`src/rtl/hydra_pkg.sv`:
```
// Shared scheduler types, widths and the per-queue weight.
// Imported by every block of the output-port scheduler slice.
package hydra_pkg;

   localparam int NUM_PRIOR = 8;
   localparam int PRIOR_W   = 3;
   localparam int CREDIT_W  = 4;

   typedef enum logic [1:0] {
      IDLE,
      GRANT,
      BUSY
   } state_t;

   function automatic logic [CREDIT_W-1:0] weight(
      input logic [PRIOR_W-1:0] q
   );
      return {1'b0, q} + 4'd1;
   endfunction

endpackage

```
`src/rtl/prior_sel.sv`:
```
// Highest-set-bit encoder over the priority queues.
// Queue 7 wins over queue 0.
module prior_sel
   import hydra_pkg::*;
(
   input  logic [NUM_PRIOR-1:0] req,
   output logic [PRIOR_W-1:0]   idx,
   output logic                 found
);

   always_comb begin
      idx = '0;
      for (int i = 0; i < NUM_PRIOR; i++) begin
         if (req[i]) idx = PRIOR_W'(i);
      end
      found = |req;
   end

endmodule

```
`src/rtl/wrr_scheduler.sv`:
```
// Per-output-port scheduler: strict priority or weighted round robin.
// IDLE -> GRANT (valid/ready) -> BUSY (until end of packet).
module wrr_scheduler
   import hydra_pkg::*;
(
   input  logic                 clk,
   input  logic                 rst_n,
   input  logic                 wrr_en,
   input  logic [NUM_PRIOR-1:0] q_nonempty,
   input  logic                 pause,
   input  logic                 grant_ready,
   input  logic                 pkt_eop,
   output logic                 grant_vld,
   output logic [PRIOR_W-1:0]   grant_prior,
   output logic                 busy
);

   state_t state, state_nx;

   logic [CREDIT_W-1:0] credit    [NUM_PRIOR];
   logic [CREDIT_W-1:0] credit_nx [NUM_PRIOR];

   logic [NUM_PRIOR-1:0] eligible;
   logic [PRIOR_W-1:0]   el_idx, ne_idx, sel;
   logic                 el_found, ne_found;
   logic                 reload, dec;

   always_comb begin
      for (int i = 0; i < NUM_PRIOR; i++) begin
         eligible[i] = q_nonempty[i] && (credit[i] != '0);
      end
   end

   prior_sel u_sel_el (
      .req   (eligible),
      .idx   (el_idx),
      .found (el_found)
   );

   prior_sel u_sel_ne (
      .req   (q_nonempty),
      .idx   (ne_idx),
      .found (ne_found)
   );

   // An exhausted round falls back to the nonempty encoder and reloads.
   assign sel = (wrr_en && el_found) ? el_idx : ne_idx;

   always_comb begin
      state_nx = state;
      reload   = 1'b0;
      dec      = 1'b0;
      unique case (state)
         IDLE: begin
            if (!pause && ne_found) begin
               state_nx = GRANT;
               reload   = wrr_en && !el_found;
            end
         end
         GRANT: begin
            if (grant_ready) begin
               state_nx = BUSY;
               dec      = wrr_en;
            end
         end
         BUSY: begin
            if (pkt_eop) state_nx = IDLE;
         end
         default: state_nx = IDLE;
      endcase
   end

   always_comb begin
      for (int i = 0; i < NUM_PRIOR; i++) begin
         credit_nx[i] = credit[i];
         if (!wrr_en || reload) credit_nx[i] = weight(PRIOR_W'(i));
         if (dec && grant_prior == PRIOR_W'(i)) begin
            credit_nx[i] = credit_nx[i] - 1'b1;
         end
      end
   end

   always_ff @(posedge clk or negedge rst_n) begin
      if (!rst_n) begin
         state       <= IDLE;
         grant_prior <= '0;
         for (int i = 0; i < NUM_PRIOR; i++) begin
            credit[i] <= weight(PRIOR_W'(i));
         end
      end else begin
         state <= state_nx;
         if (state == IDLE && state_nx == GRANT) grant_prior <= sel;
         for (int i = 0; i < NUM_PRIOR; i++) begin
            credit[i] <= credit_nx[i];
         end
      end
   end

   assign grant_vld = (state == GRANT);
   assign busy      = (state == BUSY);

   a_no_underflow: assert property (
      @(posedge clk) disable iff (!rst_n)
      dec |-> (credit[grant_prior] != '0)
   );

endmodule

```
`config.mk`:
```
export PLATFORM = sky130hd
export DESIGN_NAME = wrr_scheduler
export DESIGN_NICKNAME = d
export VERILOG_FILES = /design/src/rtl/hydra_pkg.sv /design/src/rtl/prior_sel.sv /design/src/rtl/wrr_scheduler.sv
export SDC_FILE = /design/constraint.sdc
export NUM_CORES = 1
export LEC_CHECK = 0
export ABC_AREA = 1
export CAP_MARGIN = 10
export CORE_ASPECT_RATIO = 1.25
export CORE_MARGIN = 4
export CORE_UTILIZATION = 45
export DETAILED_ROUTE_END_ITERATION = 8
export PLACE_DENSITY = 0.69
export SYNTH_ARGS = -nofsm -noshare
export SYNTH_HDL_FRONTEND = slang
export SYNTH_HIERARCHICAL = 1
export SYNTH_SLANG_ARGS = --single-unit
```
`constraint.sdc`:
```
create_clock -name clk -period 2.1 [get_ports clk]
set_input_delay 0.63 -clock clk [delete_from_list [all_inputs] [get_ports clk]]
set_output_delay 0.63 -clock clk [all_outputs]
set_load 0.01 [all_outputs]
```
# After elaboration in Yosys (flattened, before gate mapping)
# Index checks and enable logic that the tools add are counted.
[totals] elab_cells=103 reg_bits=37 input_bits=14
[classes] n_mux=39 n_addsub=8 reduce_logical=36 eq_ne=10
[ops] op="4-bit two-way mux" n=16
[ops] op="4-bit nonzero test" n=8
[ops] op="4-bit by 1-bit subtractor with 4-bit output, second input constant" n=8
[ops] op="3-bit two-way mux" n=9
[ops] op="1-bit logical AND" n=20
[ops] op="8-bit OR reduction" n=2
[ops] op="2-bit two-way mux" n=7
[ops] op="3-bit equality test, second input constant" n=4
[ops] op="3-bit by 2-bit equality test with 1-bit output, second input constant" n=2
[ops] op="1-bit two-way mux" n=6
[ops] op="2-bit case mux with 3 select lines" n=1
[ops] op="2-bit by 1-bit equality test with 1-bit output, second input constant" n=2
[ops] op="3-bit by 1-bit equality test with 1-bit output, second input constant" n=1
[ops] op="1-bit zero test" n=3
[ops] op="3-bit zero test" n=1
[ops] op="2-bit equality test, second input constant" n=1
[ops] op="2-bit zero test" n=1
[ops] op="1-bit logical OR" n=1

# Depth between registers and ports, before layout
# Gate-level depths: netlist (run 1).
[depth] word_depth=11 depth_mapped=16

# By module
# Netlist (run 1), hierarchy kept.
[by_module_without_submodules] mod="wrr_scheduler" area_each_um2=2127.0 cells_each=261 n_inst=1 seq_area_each_um2=942.2
[by_module_without_submodules] mod="prior_sel" area_each_um2=77.6 cells_each=20 n_inst=2 seq_area_each_um2=0.0

# Least setup slack after synthesis (run 1)
# No wires, ideal clock.
[synth_timing] path_kind="in2reg" start="input q_nonempty[3]" end="register credit[9] in the netlist's numbering" path_buffers=1 slack_ns=-0.194 t_arrival_ns=2.215 required_ns=2.021 path_stages=14 path_cell_list="a21boi_0 -> inv_1 -> nand2_1 -> nor3_1 -> nand3_1 -> nor2_2 -> nand3_4 -> nand2_4 -> inv_2 -> buf_6 -> nand2_1 -> inv_1 -> ha_1 -> o21ai_0"
[synth_lines] element="from (decl)" line="wrr_scheduler.sv:9" source="input logic [NUM_PRIOR-1:0] q_nonempty,"
[synth_lines] element="to (signal, indexed assignment)" line="wrr_scheduler.sv:88" source="credit[i] <= weight(PRIOR_W'(i));"
[synth_lines] element="to (signal, indexed assignment)" line="wrr_scheduler.sv:94" source="credit[i] <= credit_nx[i];"
[synth_lines] element="to (decl)" line="wrr_scheduler.sv:20" source="logic [CREDIT_W-1:0] credit [NUM_PRIOR];"

==> impl_metrics.yaml, run 1 <==
sta:
  setup_tns_ns: -3.123
  fin_skew_ns: 0.01095
  fin_ws_ns: -0.2102
  max_freq_ghz: 0.4329
  slew_viol_final: 0
  min_period_ns: 2.310
  grt_setup_unrepaired: "true"
  setup_violations: 28
  relSlewSlack_pct: 68.63
  tightestPinTransition_ns: 0.4706
  hold_ws_ns: 0.2693
  period_share_pct: 110.0
  hold_viol_final: 0
synthesis:
  synth-seq-cells: 37
  synth_area_mm2: 0.002282
  syn_area_per_cell_um2: 7.582
  ys_warn_count: 6
  ys_types: 30
  synth-seq-area-share_pct: 41.28
  syn_nets: 323
  syn-instance-count: 301
drt:
  drtIter0Drc: 141
  via_per_inst: 5.181
  post_drt_wl_per_cell_um: 14.80
  routed_wirelength_mm: 6.721
  drcViolationCount: 0
  via_count: 2352
  first_pass_iters: 4
  route.antenna.remaining_nets: 0
power:
  ir_drop_mv: 0.6032
  powerDensity_mw_per_mm2: 652.7
  p_leak_nw: 1.800
worst_setup_path:
  reg2reg_setup_slack_ns: -0.21
  path_cells: "nor3_2, inv_1, o21a_1, nor3_2, nand3_2, nor2_4, nand3_4, nand2_8, clkinv_8, nand2_4, ha_4, nand3_2, xor2_1, inv_1"
  critPathArrivalTime_ns: 2.53
  endpoint_kind: "flop"
  cpPeakStageDelay_ns: 0.40
  cp_num_cells: 14
  reg2reg_depth: 14
  r2r-end: "credit[14]"
  r2r-start: "credit[30]"
  crit_buf_inv: 3
  crit_type: "reg -> reg"
  critPathTopFamily: "simple AND/OR/NAND/NOR gates"
  cp_data_required_time_ns: 2.32
  path_max_fanout: 7
  slowest_stage: "dfrtp_1"
  start_kind: "flop"
layout:
  antenna_cells: 0
  fin_nets: 415
  drive_gt1_share_pct: 43.91
  final_cell_area_mm2: 0.003650
  final_cell_mix: "51 x buf_4, 50 x nand2_1, 45 x inv_1"
  fin_util_pct: 75.49
  synthToLayoutAreaGrowth_pct: 59.92
  layout_commonest_cell: "buf_4"
grt:
  grt_pass1_vias: 2354
  globalRouteOverflowTotal: 0
  groute.usage.overall_pct: 20.72
  grt_first_pass_wirelength_mm: 10.22
  antenna_found_initial: 0
  grt_max_degree: 20
clocking:
  clkTransAtPathRegs_ns: 0.09
  clk_path_buf_depth: 2
  root_buffer: "clkbuf_8"
  ctsHoldBuffers: 0
  cts_tree: "yes"
  worstSkewPairLatency_ns: 0.30
  numCtsBuffers: 5
  clkSinkCount: 37
  cts_htree_levels: 2
flow_run:
  drv_cap: 0
placement:
  place.gp.congestion: 0.8410
  hpwl_mm: 4.302
  portBuffers: 18
  placedInstanceArea_mm2: 0.003045
floorplan:
  io_pins: 19
  die_h_um: 87.62
  dieArea_mm2: 0.006282
  fp.dieW_um: 71.70
  core_mm2: 0.004835
  initial_utilization_pct: 47.20
  rows: 28
status:
  violations: "negative setup slack"
  status: "finished, violations left"
hold_path:
  min_path_type: "in -> async"
## what timing repair did
item                                    4_1_cts  5_1_grt
endpoints found under the setup margin       32       34
hold endpoints to repair                      0        0
pin swaps                                    20       22
gates cloned                                  1        1
resized for setup                            65       45
setup buffers                                 7        4
## report_power, final
| part | switching (W) | total (W) | internal (W) |
|---|---|---|---|
| logic | 0.000424 | 0.000749 | 0.000324 |
| registers | 0.0000853 | 0.000886 | 0.000801 |
| clock network | 0.000275 | 0.000747 | 0.000472 |
| total | 0.000785 | 0.00238 | 0.00160 |
## per-layer routing
| metal | track usage, % | part of all wire (%) |
|---|---|---|
| met3 | 3.330 | 4.3 |
| met5 | 0 | 0 |
| met2 | 38.71 | 53 |
| met4 | 10.43 | 3.4 |
| met1 | 22.33 | 39 |
## worst max-delay path by stage
stage	to	slack [ns]	startpoint
2_1_floorplan	credit[10]	-0.13	q_nonempty[2]
3_3_place_gp	credit[10]	-0.64	q_nonempty[2]
3_5_place_dp	credit[10]	-0.70	q_nonempty[2]
4_1_cts	credit[14]	-0.04	credit[20]
5_1_grt	credit[3]	-0.29	credit[30]
6_report	credit[14]	-0.21	credit[30]
## logic make-up (layout without fill, tap and decap cells)
logic type	count (synthesis)	count (layout)	share of synthesized area, %
AOI/OAI and AO/OA	27	27	7.566
xor gates and xnor gates	16	16	6.141
adders and majority gates	8	8	4.386
buffers and inverters	56	148	9.923
DFF	37	37	41.28
muxes	1	1	0.4386
and+or+nand+nor	156	157	30.26
## metrics by stage
step | instances | setup slack (ns) | total power (W)
floorplan | 301 | -0.1289 | 0.001221
global placement | 434 | -0.6361 | 0.001527
detailed placement | 434 | -0.7003 | 0.001538
CTS | 449 | -0.03516 | 0.002316
global route | 454 | -0.2936 | 0.002482
finish | 454 | -0.2102 | 0.002382
## cell usage after synthesis
cell      number  area share [%]
mux2i_1        1            0.44
nor3_2         1            0.44
a21boi_0       7             2.3
inv_2          1            0.16
nand2_2        2            0.55
dfrtp_1       24              26
nand2_1       63              10
o21bai_1       2            0.66
dfstp_2       13              15
nand3_2        1            0.44
nor2_1        47             7.7
nand4_1        5             1.4
nor2_2         4             1.1
o211ai_1       1            0.33
o21ai_0        9             2.0
nand3_1       19             4.2
nand3_4        1            0.77
nor3_1        10             2.2
buf_6          2            0.99
o21a_1         1            0.33
xnor2_1        9             3.5
xor2_1         7             2.7
a21oi_1        1            0.22
o22ai_1        5             1.4
ha_1           8             4.4
nand2_4        1            0.49
buf_2          1            0.22
inv_1         52             8.6
nand3b_1       2            0.66
a21oi_2        1            0.38
## state kept, by name (all words and copies together), names as in the netlist
| signal | cells |
|---|---|
| credit | 32 |
| state | 2 |
| grant_prior | 3 |
## layout make-up
class | instances | area (um2)
multi-input combinational | 209 | 1515
sequential | 37 | 942.2
clock inverter | 3 | 65.06
inverter | 53 | 211.5
timing repair buffer | 86 | 763.2
timing repair inverter | 1 | 8.758
tap | 60 | 75.07
fill | 305 | 1185
clock buffer | 5 | 68.82
## worst reg2reg max path: cells and delay by family (launching register included)
family / cells / cell delay [ns]
buffers and inverters: 3 / 0.23
AOI/OAI and AO/OA: 1 / 0.22
adders and majority gates: 1 / 0.12
and+or+nand+nor: 8 / 1.09
DFF: 1 / 0.40
xor gates and xnor gates: 1 / 0.17
Note: power is estimated with default switching activity, not from simulation.
==> run 2: changes to the inputs <==
--- a/config.mk
+++ b/config.mk
@@ -9,10 +9,9 @@
 export CAP_MARGIN = 10
 export CORE_ASPECT_RATIO = 1.25
 export CORE_MARGIN = 4
-export CORE_UTILIZATION = 45
+export CORE_UTILIZATION = 52
 export DETAILED_ROUTE_END_ITERATION = 8
-export PLACE_DENSITY = 0.69
+export PLACE_DENSITY = 0.77
 export SYNTH_ARGS = -nofsm -noshare
 export SYNTH_HDL_FRONTEND = slang
-export SYNTH_HIERARCHICAL = 1
 export SYNTH_SLANG_ARGS = --single-unit
==> impl_metrics.yaml, run 2 <==
layout:
  top_register: "credit"
  fin_nets: 396
  reg.largest.list: "credit: 32 flops, grant_prior: 3 flops, state: 2 flops"
  fin_util_pct: 70.20
  layout_commonest_cell: "nand2_1"
  synthToLayoutAreaGrowth_pct: 31.69
  antenna_cells: 0
  n_fill_cell: 335
  final_cell_mix: "77 x nand2_1, 47 x inv_1, 42 x buf_4"
  largest_reg_flops: 32
  drive_gt1_share_pct: 29.60
  fin_cells: 433
grt:
  grt_max_degree: 38
  grt_pass1_vias: 2206
  globalRouteOverflowTotal: 0
  grt_first_pass_wirelength_mm: 9.252
  antenna_found_initial: 0
  groute.usage.overall_pct: 21.29
sta:
  min_period_ns: 2.064
  slew_viol_final: 0
  setup_tns_ns: 0
  period_share_pct: 98.30
  max_freq_ghz: 0.4844
  setup_violations: 0
  hold_viol_final: 0
  grt_setup_unrepaired: "true"
  relSlewSlack_pct: 68.02
  fin_skew_ns: 0.006704
  tightestPinTransition_ns: 0.4797
synthesis:
  ys_top_cells_by_count: "81 x nand2_1, 52 x inv_1, 37 x nor2_1"
  synth-seq-area-share_pct: 40.25
  ys_types: 32
  synth_area_leaders: "dfrtp_1 26%, dfstp_2 15%, nand2_1 13%"
  synth_flop_cell: "dfrtp_1"
  synth-seq-cells: 37
  syn_area_per_cell_um2: 7.650
  synth_area_mm2: 0.002341
  yosys.area.top_type: "dfrtp_1"
  synth_top_cell_area_share_pct: 25.65
  ys_warn_count: 0
  syn-instance-count: 306
  async_flop_share_pct: 100.0
  synth_most_common_cell: "nand2_1"
  synth-edff-count: 0
  syn_nets: 328
power:
  power_w: 0.002242
  powerDensity_mw_per_mm2: 727.2
  p_leak_nw: 1.613
  ir_drop_mv: 0.3724
worst_setup_path:
  crit_type: "in -> reg"
  cp_data_required_time_ns: 2.28
  crit_buf_inv: 3
  start_kind: "primary input"
  critPathTopFamily: "simple AND/OR/NAND/NOR gates"
  reg2reg_setup_slack_ns: 0.08
  crit_path_frequent_cell: "nand2_1"
  endpoint_kind: "flop"
  critPathArrivalTime_ns: 2.24
  cpPeakStageDelay_ns: 0.26
  slowest_stage: "clkdlybuf4s15_1"
  path_max_fanout: 7
  path_cells: "clkdlybuf4s15_1, nand2_1, nand2_2, nor2_4, nand2_2, nand2_4, nand2_4, buf_12, buf_16, nand2_1, ha_1, nand2_1, xor2_1"
clocking:
  cts_tree: "yes"
  clkTransAtPathRegs_ns: 0.07
  root_buffer: "clkbuf_8"
  clk_path_buf_depth: 2
  ctsHoldBuffers: 0
  cts_htree_levels: 2
  worstSkewPairLatency_ns: 0.29
  numCtsBuffers: 5
  clkSinkCount: 37
drt:
  route.antenna.remaining_nets: 0
  drcViolationCount: 0
  via_count: 2166
  first_pass_iters: 5
  post_drt_wl_per_cell_um: 13.19
  drtIter0Drc: 87
  via_per_inst: 5.002
  routed_wirelength_mm: 5.711
floorplan:
  die_h_um: 83.02
  rows: 27
  initial_utilization_pct: 53.30
  core_mm2: 0.004392
  fp.dieW_um: 68.01
  dieArea_mm2: 0.005646
  io_pins: 19
flow_run:
  drv_cap: 0
hold_path:
  min_path_type: "in -> async"
placement:
  hpwl_mm: 3.935
  portBuffers: 18
  placed_cells: 416
  place.gp.congestion: 0.8753
status:
  status: "complete, no violations"
run 2: cell families after synthesis:
group,Yosys count,synth area share (%)
compound gates,29,7.803
xor+xnor,13,4.864
fa+ha+maj,8,4.276
buf+inv,57,10.64
flops,37,40.25
simple gates,162,32.17
run 2: timing repair:
action	4_1_cts	5_1_grt
cloned	2	0
pin swaps	6	12
buffers inserted	1	6
gates resized for setup	19	14
setup endpoints to repair	21	22
run 2: final cells by class:
type	count	area [um2]	share of cell area (%)
clock buffers	8	80.08	2.597
inverters	53	198.9	6.453
multi-input cells	212	1192	38.68
flip-flops and latches	37	942.2	30.56
well taps	58	72.57	2.354
repair buffers	65	596.8	19.36
run 2: worst paths after layout:
| check | from | end | depth (start not counted) |
|---|---|---|---|
| setup / recovery | q_nonempty[7] | credit[2] | 13 |
| hold / removal | rst_n | credit[31] | 2 |
| setup reg to reg | credit[1] | credit[2] | 14 |
| hold reg to reg | credit[24] | credit[24] | 2 |
| max in group asynchronous | rst_n | credit[10] | 2 |
| min in group clk | credit[24] | credit[24] | 2 |
run 2: report_power, final:
part           internal (W)  switching (W)
clock network      0.000236       0.000246
logic              0.000385       0.000445
registers          0.000835      0.0000944
run 2: stage by stage:
stage               cell area, um2  setup WS [ns]  hold slack [ns]
floorplan                     2341        0.03125           0.3344
global placement              2836        -0.3521           0.5245
detailed placement            2836        -0.4380           0.5203
CTS                           2993        0.02947           0.3940
global route                  3083       -0.06996           0.4126
finish                        3083        0.03564           0.3738
run 2: per-layer routing:
layer	track usage, %	up-vias	wire length (um)
li1	-	1075	-
met1	24.59	1003	2344
met2	35.79	65	2903
met3	4.465	23	217
met4	10.67	0	246
met5	0	-	0
